$ cat src/rtl/rng_entropy_packer.sv
// Health-tests ADC samples, extracts/whitens LSBs and packs them into 32-bit words held in an FWFT FIFO.
// Sample-to-out_valid latency 3 cycles; no input backpressure, so words arriving at a full FIFO are dropped and counted.
module rng_entropy_packer #(
  parameter int P_LSB_BITS   = 2,
  parameter int P_VN_ENABLE  = 1,
  parameter int P_FIFO_DEPTH = 16,
  parameter int P_REP_LIMIT  = 31
) (
  input  logic                          clk,
  input  logic                          rst,
  input  logic                          enable,
  input  logic [13:0]                   ad_d,
  input  logic                          ad_or,
  input  logic                          ad_valid,
  output logic [31:0]                   out_data,
  output logic                          out_valid,
  input  logic                          out_ready,
  output logic [$clog2(P_FIFO_DEPTH):0] fifo_level,
  output logic                          rep_alarm,
  output logic [15:0]                   or_count,
  output logic [15:0]                   drop_count
);
  localparam int AW  = $clog2(P_FIFO_DEPTH);
  localparam int LVW = AW + 1;
  localparam int LW  = P_LSB_BITS;

  // S1: acceptance, overrange filter, repetition count
  logic          accept, clean, trip;
  logic [13:0]   prev_q, prev_d;
  logic [7:0]    run_q, run_d;
  logic          alarm_q, alarm_d;
  logic [15:0]   or_cnt_q, or_cnt_d;
  logic          s1_vld_q, s1_vld_d, s1_flush_q;
  logic [LW-1:0] s1_lanes_q;

  always_comb begin
    accept   = enable & ad_valid;
    clean    = accept & ~ad_or;
    prev_d   = prev_q;
    run_d    = run_q;
    or_cnt_d = or_cnt_q;
    if (!enable) begin
      run_d = '0;
    end else if (clean) begin
      prev_d = ad_d;
      if (run_q != 8'd0 && ad_d == prev_q)
        run_d = (run_q == 8'hFF) ? run_q : run_q + 8'd1;
      else
        run_d = 8'd1;
    end
    trip     = clean && (run_d == 8'(P_REP_LIMIT));
    alarm_d  = alarm_q | trip;
    // the tripping sample itself is already blocked
    s1_vld_d = clean & ~alarm_d;
    if (accept && ad_or && or_cnt_q != 16'hFFFF)
      or_cnt_d = or_cnt_q + 16'd1;
  end

  // S2: raw lanes or von Neumann pairing, compacted lane-ascending
  logic          vn_pend_q, vn_pend_d;
  logic [LW-1:0] vn_first_q, vn_first_d;
  logic [LW-1:0] s2_bits_q, s2_bits_d;
  logic [2:0]    s2_cnt_q, s2_cnt_d;
  logic          s2_flush_q;

  always_comb begin
    vn_pend_d  = vn_pend_q;
    vn_first_d = vn_first_q;
    s2_bits_d  = '0;
    s2_cnt_d   = '0;
    if (s1_flush_q) begin
      vn_pend_d = 1'b0;
    end else if (s1_vld_q) begin
      if (P_VN_ENABLE == 0) begin
        s2_bits_d = s1_lanes_q;
        s2_cnt_d  = 3'(LW);
      end else if (!vn_pend_q) begin
        vn_pend_d  = 1'b1;
        vn_first_d = s1_lanes_q;
      end else begin
        vn_pend_d = 1'b0;
        for (int l = 0; l < LW; l++) begin
          if (vn_first_q[l] != s1_lanes_q[l]) begin
            s2_bits_d = s2_bits_d | (LW'(vn_first_q[l]) << s2_cnt_d);
            s2_cnt_d  = s2_cnt_d + 3'd1;
          end
        end
      end
    end
  end

  // S3: LSB-first packer; bits beyond bit 31 seed the next word
  logic [31:0] acc_q, acc_d;
  logic [4:0]  fill_q, fill_d;
  logic [63:0] merged;
  logic [5:0]  total;
  logic        push;

  always_comb begin
    merged = {32'd0, acc_q} | (64'(s2_bits_q) << fill_q);
    total  = {1'b0, fill_q} + {3'b000, s2_cnt_q};
    push   = 1'b0;
    acc_d  = merged[31:0];
    fill_d = total[4:0];
    if (s2_flush_q) begin
      acc_d  = '0;
      fill_d = '0;
    end else if (total[5]) begin
      push  = 1'b1;
      acc_d = merged[63:32];
    end
  end

  // FWFT word FIFO
  logic [31:0]    mem_q [P_FIFO_DEPTH];
  logic [AW-1:0]  wr_q, rd_q;
  logic [LVW-1:0] lvl_q, lvl_d;
  logic           full, pop, wr_en;
  logic [15:0]    drop_q, drop_d;

  always_comb begin
    full   = (lvl_q == LVW'(P_FIFO_DEPTH));
    pop    = (lvl_q != '0) & out_ready;
    wr_en  = push & (~full | pop);
    lvl_d  = lvl_q + LVW'(wr_en) - LVW'(pop);
    drop_d = drop_q;
    if (push && !wr_en && drop_q != 16'hFFFF)
      drop_d = drop_q + 16'd1;
  end

  always_ff @(posedge clk) begin
    if (wr_en)
      mem_q[wr_q] <= merged[31:0];
  end

  always_ff @(posedge clk) begin
    if (rst) begin
      prev_q     <= '0;
      run_q      <= '0;
      alarm_q    <= 1'b0;
      or_cnt_q   <= '0;
      s1_vld_q   <= 1'b0;
      s1_flush_q <= 1'b0;
      s1_lanes_q <= '0;
      vn_pend_q  <= 1'b0;
      vn_first_q <= '0;
      s2_bits_q  <= '0;
      s2_cnt_q   <= '0;
      s2_flush_q <= 1'b0;
      acc_q      <= '0;
      fill_q     <= '0;
      wr_q       <= '0;
      rd_q       <= '0;
      lvl_q      <= '0;
      drop_q     <= '0;
    end else begin
      prev_q     <= prev_d;
      run_q      <= run_d;
      alarm_q    <= alarm_d;
      or_cnt_q   <= or_cnt_d;
      s1_vld_q   <= s1_vld_d;
      s1_flush_q <= ~enable;
      s1_lanes_q <= ad_d[LW-1:0];
      vn_pend_q  <= vn_pend_d;
      vn_first_q <= vn_first_d;
      s2_bits_q  <= s2_bits_d;
      s2_cnt_q   <= s2_cnt_d;
      s2_flush_q <= s1_flush_q;
      acc_q      <= acc_d;
      fill_q     <= fill_d;
      lvl_q      <= lvl_d;
      drop_q     <= drop_d;
      if (wr_en) wr_q <= wr_q + AW'(1);
      if (pop)   rd_q <= rd_q + AW'(1);
    end
  end

  assign out_valid  = (lvl_q != '0);
  assign out_data   = out_valid ? mem_q[rd_q] : 32'd0;
  assign fifo_level = lvl_q;
  assign rep_alarm  = alarm_q;
  assign or_count   = or_cnt_q;
  assign drop_count = drop_q;
endmodule

$ cat config.mk
export PLATFORM = sky130hd
export DESIGN_NAME = rng_entropy_packer
export DESIGN_NICKNAME = d
export VERILOG_FILES = /design/src/rtl/rng_entropy_packer.sv
export SDC_FILE = /design/constraint.sdc
export NUM_CORES = 1
export LEC_CHECK = 0
export BUFFER_PORTS_ARGS = -buffer_cell sky130_fd_sc_hd__buf_2
export CORE_MARGIN = 2
export CORE_UTILIZATION = 65
export DETAILED_ROUTE_END_ITERATION = 6
export GPL_TIMING_DRIVEN = 0
export PLACE_DENSITY = 0.93
export SYNTH_ARGS = -nofsm -noshare
export SYNTH_HDL_FRONTEND = slang
export SYNTH_SLANG_ARGS = --single-unit
$ cat constraint.sdc
create_clock -name clk -period 12.4 [get_ports clk]
set_clock_uncertainty 0.2 [all_clocks]
set_input_delay 1.86 -clock clk [delete_from_list [all_inputs] [get_ports clk]]
set_output_delay 1.86 -clock clk [all_outputs]
set_load 0.005 [all_outputs]
Word level (Yosys, flattened, before mapping)
Memories as Yosys holds them, arrays and structs flattened. A register that Yosys moved wholly into a read port is not among the register bits.
Index checks and enable logic that the tools add are counted.
{"block": "classes", "addsub": 9, "n_eq_ne": 8, "n_shift": 2, "mux": 23, "bitwise_logic": 16, "reduce_logical": 14}
{"cell": "$mux W32", "n": 2}
{"cell": "$or A32 B64 Y64", "n": 1}
{"cell": "$shl A2 B5 Y64", "n": 1}
{"cell": "$add A16 B1 Y16 const B", "n": 2}
{"cell": "$mux W8", "n": 4}
{"cell": "$ne A16 B16 Y1 const B", "n": 2}
{"cell": "$eq A14 B14 Y1", "n": 1}
{"cell": "$mux W3", "n": 4}
{"cell": "$add A4 B1 Y4 const B", "n": 2}
{"cell": "$add A8 B1 Y8 const B", "n": 1}
{"cell": "$eq A8 B5 Y1 const B", "n": 1}
{"cell": "$eq A8 B8 Y1 const B", "n": 1}
{"cell": "$mux W2", "n": 4}
{"cell": "$mux W4", "n": 2}
{"cell": "$reduce_bool A8 Y1", "n": 1}
{"cell": "$mux W1", "n": 7}
{"cell": "$not A1 Y1", "n": 7}
{"cell": "$add A5 B3 Y6", "n": 1}
{"cell": "$logic_and A1 B1 Y1", "n": 6}
{"cell": "$add A5 B1 Y5", "n": 1}
{"cell": "$and A1 B1 Y1", "n": 5}
{"cell": "$eq A5 B5 Y1 const B", "n": 1}
{"cell": "$reduce_bool A5 Y1", "n": 1}
{"cell": "$sub A5 B1 Y5", "n": 1}
{"cell": "10 further kinds", "n": 13}
{"block": "totals", "reg_bits": 118, "mem_bits_rw": 512, "input_bits": 20, "output_inout_bits": 71, "elab_cells": 91, "mem_count": 1}
{"memory": "mem_q", "depth": 16, "word_bits": 32, "read_ports": 1, "rd_ports_with_merged_regs": 1, "wr": 1, "line": "115", "text": "logic [31:0] mem_q [P_FIFO_DEPTH];"}

Longest topological paths before layout
{"block": "logic_depth", "ltp_word": 10, "depth_mapped": 15, "mapped_depth_nobuf": 14}

Worst setup path after synthesis
Ideal clock, no wire load.
{"block": "synth_timing", "kind": "input to register", "from": "input out_ready", "to": "memory mem_q[0][0], enable pin", "setup_ns": 0.461, "arrival_ns": 4.741, "path_slack_ns": 6.998, "cell_stages": 5, "cell_sequence": "inv_1 and4_1 nor2_1 nand2_1 nor3_1"}
{"block": "synth_between", "elab_chain_cells": 5}
{"element": "from (decl)", "line": "17", "text": "input logic out_ready,"}
{"element": "$and A1 B1 Y1", "line": "123", "text": "pop = (lvl_q != '0) & out_ready;"}
{"element": "$or A1 B1 Y1", "line": "124", "text": "wr_en = push & (~full | pop);"}
{"element": "$and A1 B1 Y1", "line": "124"}
{"element": "$mux W1", "line": "132", "text": "if (wr_en)"}
{"element": "$mux W1 (not written as such)", "line": "133", "text": "mem_q[wr_q] <= merged[31:0];"}
{"element": "to (decl)", "line": "115"}
Every way passes these cells.

==> results.json <==
{
  "status": "finished, violations left",
  "violations": "design-rule violations",
  "io_pins": 91,
  "grt_usage_pct": 34.7,
  "p_int_w": 0.00357,
  "detailedPlacementHpwl_um": 38300,
  "max_clock_freq_mhz": 165,
  "synth_area_leaders": "edfxtp_1 (62%), mux4_2 (14%), dfxtp_1 (9.7%)",
  "die_x_um": 200,
  "start_util_pct": 66.0,
  "place.gp.congestion": 0.884,
  "crit_type": "reg -> out",
  "syn_area_per_cell_um2": 17.9,
  "area_growth_syn_to_layout_pct": 14.4,
  "clock-sinks": 633,
  "drv_cap": 0,
  "root_buffer": "clkbuf_16",
  "die_area_mm2": 0.0399,
  "n_antenna_cell": 0,
  "hold_buffers": 0,
  "setup_viol": 0,
  "grt_max_degree": 25,
  "cts-htree-levels": 2,
  "end_kind": "output pin",
  "cts_resized": 0,
  "grt_pass1_vias": 15100,
  "drive_above_1_share_pct": 24.6,
  "overflow": 0,
  "yosys.area.top_type_share_pct": 61.7,
  "path_clk_slew_ps": 70,
  "cts_buffer_depth": 3,
  "seq_area_frac_synth_pct": 71.4,
  "postRouteAntennaNets": 0,
  "port_buffers": 88,
  "switchingPower_w": 0.00116,
  "final_nets": 1603,
  "dr_total_vias": 14600,
  "cts_tree": "yes",
  "rsz0062_at_grt": "no",
  "rows": 71,
  "critPathRequiredTime_ps": 10340,
  "drt-total-wl_um": 66500,
  "hold_class": "reg -> reg",
  "synth_nets": 1430,
  "tightest_slew_ps": 1340,
  "relSlewSlack_pct": 10.4,
  "core_mm2": 0.0378,
  "synthArstFlopShare_pct": 0,
  "power.density_mw_per_mm2": 166,
  "rrSetupSlack_ps": 8260,
  "period_minus_slack_ps": 6080,
  "cts_made_buffers": 59,
  "slowest_stage": "buf_1",
  "netlist_instances": 1390,
  "crit_fanout": 10,
  "post-route-period-util_pct": 49.0,
  "clk_latency_ps": 630,
  "via_per_inst": 6.87,
  "max_stage_delay_ps": 990,
  "dr.pass1.iters": 7,
  "p_clk_share_pct": 39.4,
  "antenna_found_initial": 1,
  "route.detailed.drc": 2,
  "hold_viol": 0,
  "grt_pass1_wl_um": 97100,
  "p_leak_nw": 10.1,
  "yosys_register_bits": 633,
  "crit_top_cell": "mux4_2",
  "synth_flop_cell": "edfxtp_1",
  "swShare_pct": 24.4,
  "wl_per_cell_um": 31.3,
  "synth_edf_count": 512,
  "ys_types": 53,
  "arrival_ps": 4020,
  "drt_iter0_drc": 1885,
  "comb_power_share_pct": 12.0,
  "irDropWorstVdd_mv": 0.141,
  "fin_util_pct": 75.5,
  "worstPathCellList": "clkbuf_1 > buf_1 > mux4_2 > mux4_2 > and2_1 > buf_2",
  "final.setup.tns_ps": 0,
  "yosysWarnings": 0,
  "cts_setup_buffers": 0,
  "pwr-share-seq_pct": 48.5,
  "finalMaxSlewViolations": 0,
  "worstSetupStartpointType": "flop",
  "netlist_area_mm2": 0.0249,
  "yosysTopAreaCell": "edfxtp_1",
  "die_y_um": 200
}
[critical path: cells and delay by family, from the launching register on]
| family | cells | cell delay, ps |
|---|---|---|
| simple gates | 1 | 210 |
| mux | 2 | 1120 |
| flops | 1 | 380 |
| buf+inv | 3 | 1660 |
[kinds of logic (layout without fill, tap and decap cells)]
logic type                 Yosys count  after routing  share of synthesized area (%)
and+or+nand+nor                    314            314                           6.62
muxes                              170            170                           14.9
xor gates and xnor gates            47             47                           1.65
DFF                                633            633                           71.4
AOI/OAI and AO/OA                  116            116                           2.95
adders and majority gates           20             20                           1.06
buffers and inverters               90            313                           1.43
[flip-flops by register name, summed over array words and instances, names as in the netlist, named ones only]
register    flops
s1_vld_q        1
s2_bits_q       2
acc_q          32
s1_lanes_q      2
drop_count     16
or_count       16
mem_q         512
s1_flush_q      1
rep_alarm       1
vn_first_q      2
vn_pend_q       1
fifo_level      5
prev_q         14
run_q           8
wr_q            4
fill_q          5
s2_flush_q      1
rd_q            4
s2_cnt_q        2
[final timing paths]
check	from	endpoint	depth (start not counted)
max	flop	out_data[26]	6
min reg2reg	prev_q[9]$_SDFFE_PP0P_	prev_q[9]$_SDFFE_PP0P_	2
min	prev_q[9]$_SDFFE_PP0P_	prev_q[9]$_SDFFE_PP0P_	2
max reg2reg	fill_q[0]$_SDFF_PP0_	mem_q[3][20]$_DFFE_PP_	7
[area by class of cell]
type	count	area, um2
flip-flops and latches	633	17800
plain buffers	66	267
repair buffers	112	850
clock inverters	33	337
fillers	1899	9250
multi-input cells	667	6880
inverters	24	90.1
clock buffers	78	1650
well taps	511	639
[cell usage after synthesis, types with 3 or more instances]
| cell | number |
|---|---|
| a2111oi_0 | 3 |
| a211oi_1 | 4 |
| a21o_1 | 30 |
| a21o_2 | 4 |
| a21oi_1 | 41 |
| a31oi_1 | 3 |
| and2_1 | 39 |
| and3_1 | 25 |
| and4_1 | 6 |
| buf_1 | 18 |
| clkbuf_1 | 43 |
| dfxtp_1 | 121 |
| edfxtp_1 | 512 |
| ha_1 | 18 |
| inv_1 | 23 |
| mux2i_1 | 8 |
| mux4_2 | 160 |
| nand2_1 | 55 |
| nand2b_1 | 4 |
| nand3_1 | 24 |
| nand4_1 | 15 |
| nor2_1 | 68 |
| nor2b_1 | 27 |
| nor3_1 | 17 |
| nor4_1 | 8 |
| nor4b_1 | 3 |
| o211ai_1 | 3 |
| o21ai_0 | 19 |
| or3_1 | 11 |
| or4_1 | 3 |
| xnor2_1 | 23 |
| xor2_1 | 24 |
[metrics by stage]
step / hold WS [ps] / worst slack (ps) / power (W) / cells / cell area (um2)
finish: 277 / 6320 / 0.00473 / 2124 / 28500
global placement: 245 / 4560 / 0.00286 / 1989 / 26000
CTS: 274 / 6290 / 0.00473 / 2124 / 28500
floorplan: 232 / 7000 / 0.00269 / 1390 / 24900
global route: 295 / 6240 / 0.00483 / 2124 / 28500
detailed placement: 265 / 7130 / 0.00288 / 2013 / 26500
[cell usage in the layout (no fill, tap or decap), types with 6 or more instances in the layout]
cell	count
edfxtp_1	512
mux4_2	160
dfxtp_1	121
buf_2	90
clkbuf_16	61
nor2_1	56
nand2_1	55
clkbuf_1	54
a21oi_1	41
and2_1	39
a21o_1	30
nor2b_1	27
and3_1	25
nand3_1	24
xor2_1	24
inv_1	23
xnor2_1	23
o21ai_0	19
buf_1	18
ha_1	18
clkinv_2	16
nand4_1	15
nor3_1	13
nor2_4	12
or3_1	11
buf_6	9
buf_12	9
nor4_1	8
mux2i_1	8
clkinv_1	8
bufinv_16	7
and4_1	6
clkbuf_8	6
[per-layer routing]
| metal | share of wire (%) | up-vias | GRT usage (%) |
|---|---|---|---|
| met1 | 33 | 7376 | 41.4 |
| met5 | 0.020 | - | 0 |
| met2 | 51 | 1098 | 58.9 |
| met3 | 10 | 281 | 7.73 |
| li1 | - | 5835 | - |
| met4 | 6.1 | 2 | 19.7 |
[power groups by stage]
| stage | clock, W | combinational, W | sequential, W |
|---|---|---|---|
| 3_5_place_dp | 0 | 0.000547 | 0.00234 |
| 5_1_grt | 0.00193 | 0.000603 | 0.00229 |
| 4_1_cts | 0.00186 | 0.000569 | 0.00229 |
| 2_1_floorplan | 0 | 0.000359 | 0.00233 |
| 6_report | 0.00186 | 0.000569 | 0.00229 |
| 3_3_place_gp | 0 | 0.000523 | 0.00234 |
No activity file was read; power rests on OpenSTA's default activity.
